### src/rtl/rf_riscv_pkg.sv
// Shared core constants used by the register file and the ALU.
// Keeping them here means both blocks agree on operand width and register indexing.
package rf_riscv_pkg;

  localparam int DATA_WIDTH = 32;
  localparam int REG_COUNT  = 32;
  localparam int REG_ADDR_W = 5;

  localparam logic [REG_ADDR_W-1:0] ZERO_REG = '0;

  function automatic logic is_zero_reg(input logic [REG_ADDR_W-1:0] addr);
    return addr == ZERO_REG;
  endfunction

endpackage

### src/rtl/rf_riscv.sv
// RISC-V integer register file: two combinational read ports, one synchronous write port.
// Build option RF_BYPASS_EN forwards a same-cycle write to a matching read port.
module rf_riscv #(
  parameter int DATA_WIDTH = rf_riscv_pkg::DATA_WIDTH,
  parameter int REG_COUNT  = rf_riscv_pkg::REG_COUNT
) (
  input  logic                                clk_i,
  input  logic                                rst_ni,
  input  logic                                write_enable_i,
  input  logic [rf_riscv_pkg::REG_ADDR_W-1:0] write_addr_i,
  input  logic [DATA_WIDTH-1:0]               write_data_i,
  input  logic [rf_riscv_pkg::REG_ADDR_W-1:0] read_addr1_i,
  input  logic [rf_riscv_pkg::REG_ADDR_W-1:0] read_addr2_i,
  output logic [DATA_WIDTH-1:0]               read_data1_o,
  output logic [DATA_WIDTH-1:0]               read_data2_o
);
  import rf_riscv_pkg::*;

  // x0 has no storage; the array starts at x1.
  logic [DATA_WIDTH-1:0] r_regs [1:REG_COUNT-1];
  logic                  w_wr_valid;

  assign w_wr_valid = write_enable_i && !is_zero_reg(write_addr_i);

  always_ff @(posedge clk_i or negedge rst_ni) begin
    if (!rst_ni) begin
      for (int i = 1; i < REG_COUNT; i++) begin
        r_regs[i] <= '0;
      end
    end else if (w_wr_valid) begin
      r_regs[write_addr_i] <= write_data_i;
    end
  end

  function automatic logic [DATA_WIDTH-1:0] read_port(
    input logic [REG_ADDR_W-1:0] addr
  );
    logic [DATA_WIDTH-1:0] value;
    value = '0;
    if (!is_zero_reg(addr)) begin
      value = r_regs[addr];
`ifdef RF_BYPASS_EN
      if (w_wr_valid && (write_addr_i == addr)) begin
        value = write_data_i;
      end
`endif
    end
    return value;
  endfunction

  // Outputs are forced to zero during reset so a forwarded write cannot leak through.
  always_comb begin
    read_data1_o = '0;
    read_data2_o = '0;
    if (rst_ni) begin
      read_data1_o = read_port(read_addr1_i);
      read_data2_o = read_port(read_addr2_i);
    end
  end

endmodule

### config.mk
export PLATFORM = sky130hd
export DESIGN_NAME = rf_riscv
export DESIGN_NICKNAME = d
export VERILOG_FILES = /design/src/rtl/rf_riscv_pkg.sv /design/src/rtl/rf_riscv.sv
export SDC_FILE = /design/constraint.sdc
export NUM_CORES = 2
export LEC_CHECK = 0
export BUFFER_PORTS_ARGS = -buffer_cell sky130_fd_sc_hd__buf_2
export CORE_MARGIN = 3
export CORE_UTILIZATION = 30
export DETAILED_ROUTE_END_ITERATION = 12
export PLACE_DENSITY = 0.53
export SETUP_SLACK_MARGIN = 0.3
export SKIP_LAST_GASP = 1
export SYNTH_ARGS = -nofsm -noshare
export SYNTH_HDL_FRONTEND = slang
export SYNTH_SLANG_ARGS = --single-unit
export TNS_END_PERCENT = 50
### constraint.sdc
create_clock -name clk_i -period 4.4 [get_ports clk_i]
set_input_delay 0 -clock clk_i [delete_from_list [all_inputs] [get_ports clk_i]]
set_output_delay 0 -clock clk_i [all_outputs]
set_load 0.02 [all_outputs]
==> results.py <==
metrics = {
    "worst_setup_path": {
        "timing.rr.start": "r_regs[354]$_DFFE_PN0P_",
        "worstSetupEndpoint": "read_data2_o[6]",
        "critPathLaunch": "rst_ni",
        "rrSetupSlack_ns": 3.58,
        "worstPathRequired_ns": 4.40,
        "worstPathMaxFanout": 24,
        "arrival_ns": 3.45,
        "r2r_cells": 1,
        "cp-end-kind": "primary output",
        "reg2reg_to": "r_regs[354]$_DFFE_PN0P_",
        "start_kind": "input pin",
        "critPathKind": "in2out",
    },
    "global_route": {
        "antenna_found_initial": 12,
        "grt_overflow": 0,
        "grt_max_degree": 145,
        "grt_first_pass_wirelength_um": 269000,
        "grt_pass1_vias": 35600,
        "grtUsageTotal": 0.198,
    },
    "flow_run": {
        "max_cap_viol_count": 0,
    },
    "logic_synthesis": {
        "syn-num-nets": 3724,
        "synth_edf_count": 0,
        "synth_top_cell_by_area": "dfrtp_1",
        "synth_common_cells": "1105 x mux2_2, 992 x dfrtp_1, 425 x mux4_2",
        "synth.most_common_cell": "mux2_2",
        "syn_area_per_cell_um2": 14.7,
        "synthArstFlopShare": 1.00,
        "synthFlopType": "dfrtp_1",
        "ys.warnings.count": 0,
        "yosysUniqueCellTypes": 65,
        "yosys.area.top_type_share": 0.459,
        "synth_area_leaders": "dfrtp_1 46%, mux2_2 23%, mux4_2 18%",
        "ys_ff_latch": 992,
        "postSynthCellCount": 3674,
        "ys_seq_area_frac": 0.459,
        "synth_area_um2": 54100,
    },
    "detailed_routing": {
        "first_pass_iters": 8,
        "drc": 0,
        "drt-total-wl_um": 185000,
        "ant_nets": 0,
        "num_vias": 34500,
        "wl_per_cell_um": 30.4,
        "drtIter0Drc": 2789,
        "via_per_inst": 5.66,
    },
    "clocking": {
        "clockBufferDepth": 3,
        "post_cts_buffers": 0,
        "cts_tree": "done",
        "clock_latency_ns": 0.72,
        "htreeDepth": 3,
        "hold_buffers": 36,
        "cts_sinks": 992,
        "cts_root_buf": "clkbuf_16",
        "post_cts_resize_count": 0,
        "numCtsBuffers": 106,
        "path_clk_slew_ns": 0.06,
    },
    "timing": {
        "post-route-period-util": 0.783,
        "fin_skew_ns": 0,
        "tightest_slew_ns": 1.21,
        "setup_tns_ns": 0,
        "hold_violations": 0,
        "finalMaxSlewViolations": 0,
        "postLayoutSetupSlackWorst_ns": 0.955,
        "setup_violations": 0,
        "timing.fmax_ghz": 0.290,
        "slew_headroom": 0.191,
        "period_needed_ns": 3.45,
        "rsz0062_at_grt": "no",
        "hold_ws_ns": 0.0234,
    },
    "die": {
        "fp.dieH_um": 431,
        "start_util": 0.302,
        "dieArea_um2": 186000,
        "pin_count": 114,
        "core_um2": 179000,
        "chipWidth_um": 431,
        "num_rows": 155,
    },
    "finish": {
        "stdcell_count": 6087,
        "fin_area_um2": 61000,
        "regMostFlops": "r_regs",
        "layout-drive-gt1-share": 0.531,
        "syn_to_final_growth_pct": 12.7,
        "finalNetCount": 3689,
        "top_regs": "r_regs (992)",
        "largest_reg_flops": 992,
    },
    "place": {
        "place_inst": 5850,
        "place_congestion": 0.793,
        "place_area_um2": 56900,
        "place_ws_ns": 1.17,
        "portBuffers": 113,
        "dp_hpwl_um": 109000,
    },
    "hold_path": {
        "hp-class": "in2async",
    },
    "outcome": {
        "status": "complete, no violations",
    },
    "power": {
        "p_leak_nw": 25.8,
        "ir_drop_v": 0.000270,
        "pwr_density_cell_nw_per_um2": 452,
    },
}
kinds of logic (layout without fill, tap and decap cells):
| family | Yosys count | count (layout) | share of synthesized area |
|---|---|---|---|
| flip-flops | 992 | 992 | 0.459 |
| multiplexers | 1658 | 1658 | 0.431 |
| buffers and inverters | 406 | 459 | 0.0386 |
| AO/OA/AOI/OAI | 347 | 347 | 0.0475 |
| AND/OR/NAND/NOR | 271 | 271 | 0.0246 |
| other | 0 | 5 | 0 |
routing by layer:
metal	global-route usage	share of wire	wire length [µm]	up-vias
met1	0.258	0.42	77500	19000
met3	0.0295	0.050	9280	299
met2	0.331	0.49	90500	1048
li1	-	-	-	14100
met4	0.0780	0.041	7500	6
met5	0	0.00024	45	-
where the power goes:
group          switching (mW)  leakage [nW]  total (mW)  internal [mW]
logic                    2.44          11.3        5.79           3.35
clock network            4.00          1.83        9.58           5.58
registers                1.28          12.7        12.2           10.9
total                    7.71          25.8        27.6           19.8
worst min-delay path by stage:
stage / end / from / cells after the start / slack, ns
floorplan: r_regs[0]$_DFFE_PN0P_ / rst_ni / 0 / -0.30
global placement: r_regs[583]$_DFFE_PN0P_ / rst_ni / 1 / -0.05
detailed placement: r_regs[583]$_DFFE_PN0P_ / rst_ni / 1 / -0.05
CTS: r_regs[259]$_DFFE_PN0P_ / rst_ni / 3 / 0.006
global route: r_regs[259]$_DFFE_PN0P_ / rst_ni / 3 / 0.03
finish: r_regs[259]$_DFFE_PN0P_ / rst_ni / 3 / 0.02
through the flow:
step	power, mW	utilization
3_3_place_gp	17.9	0.318
5_1_grt	28.7	0.341
2_1_floorplan	16.2	-
3_5_place_dp	18.1	0.318
6_report	27.6	0.341
4_1_cts	27.8	0.341
final cells by class:
class	count	area, µm²
Inverter	8	33.8
Sequential cell	992	24800
Fill cell	17300	118000
Tap cell	2355	2950
Multi-Input combinational cell	2276	27400
Timing Repair Buffer	255	2050
Clock buffer	149	3070
Clock inverter	47	632
Antenna cell	5	12.5
worst max-delay path: stages:
cell and delay [ns]:
dlygate4sd3_1 0.59, buf_8 0.26, and2_2 0.97, nand2_1 0.23
a222oi_1 1.00, buf_2 0.33
placed cells by master, fill, tap and decap left out, types with 6 or more instances in the layout:
cell type,instances
o22ai_1,10
buf_4,86
buf_2,106
o21a_1,29
dlygate4sd3_1,35
o21ai_0,34
mux2_2,1105
clkbuf_16,107
mux4_2,425
o2111a_1,6
mux2_1,16
dfrtp_1,992
mux2i_1,112
nand2_1,118
nand2b_1,6
nor2_4,12
o31a_1,7
a32oi_1,23
nand3_1,14
buf_12,21
nor2_1,38
clkbuf_1,19
a222oi_1,23
buf_8,6
a21oi_1,89
o221ai_1,10
a211o_1,23
clkbuf_8,23
a22oi_1,21
nor2b_1,8
bufinv_16,12
and3b_1,23
clkinv_2,27
a21o_1,13
nand2_2,12
a221o_1,28
a221oi_1,9
No activity file was read; power rests on OpenSTA's default activity.
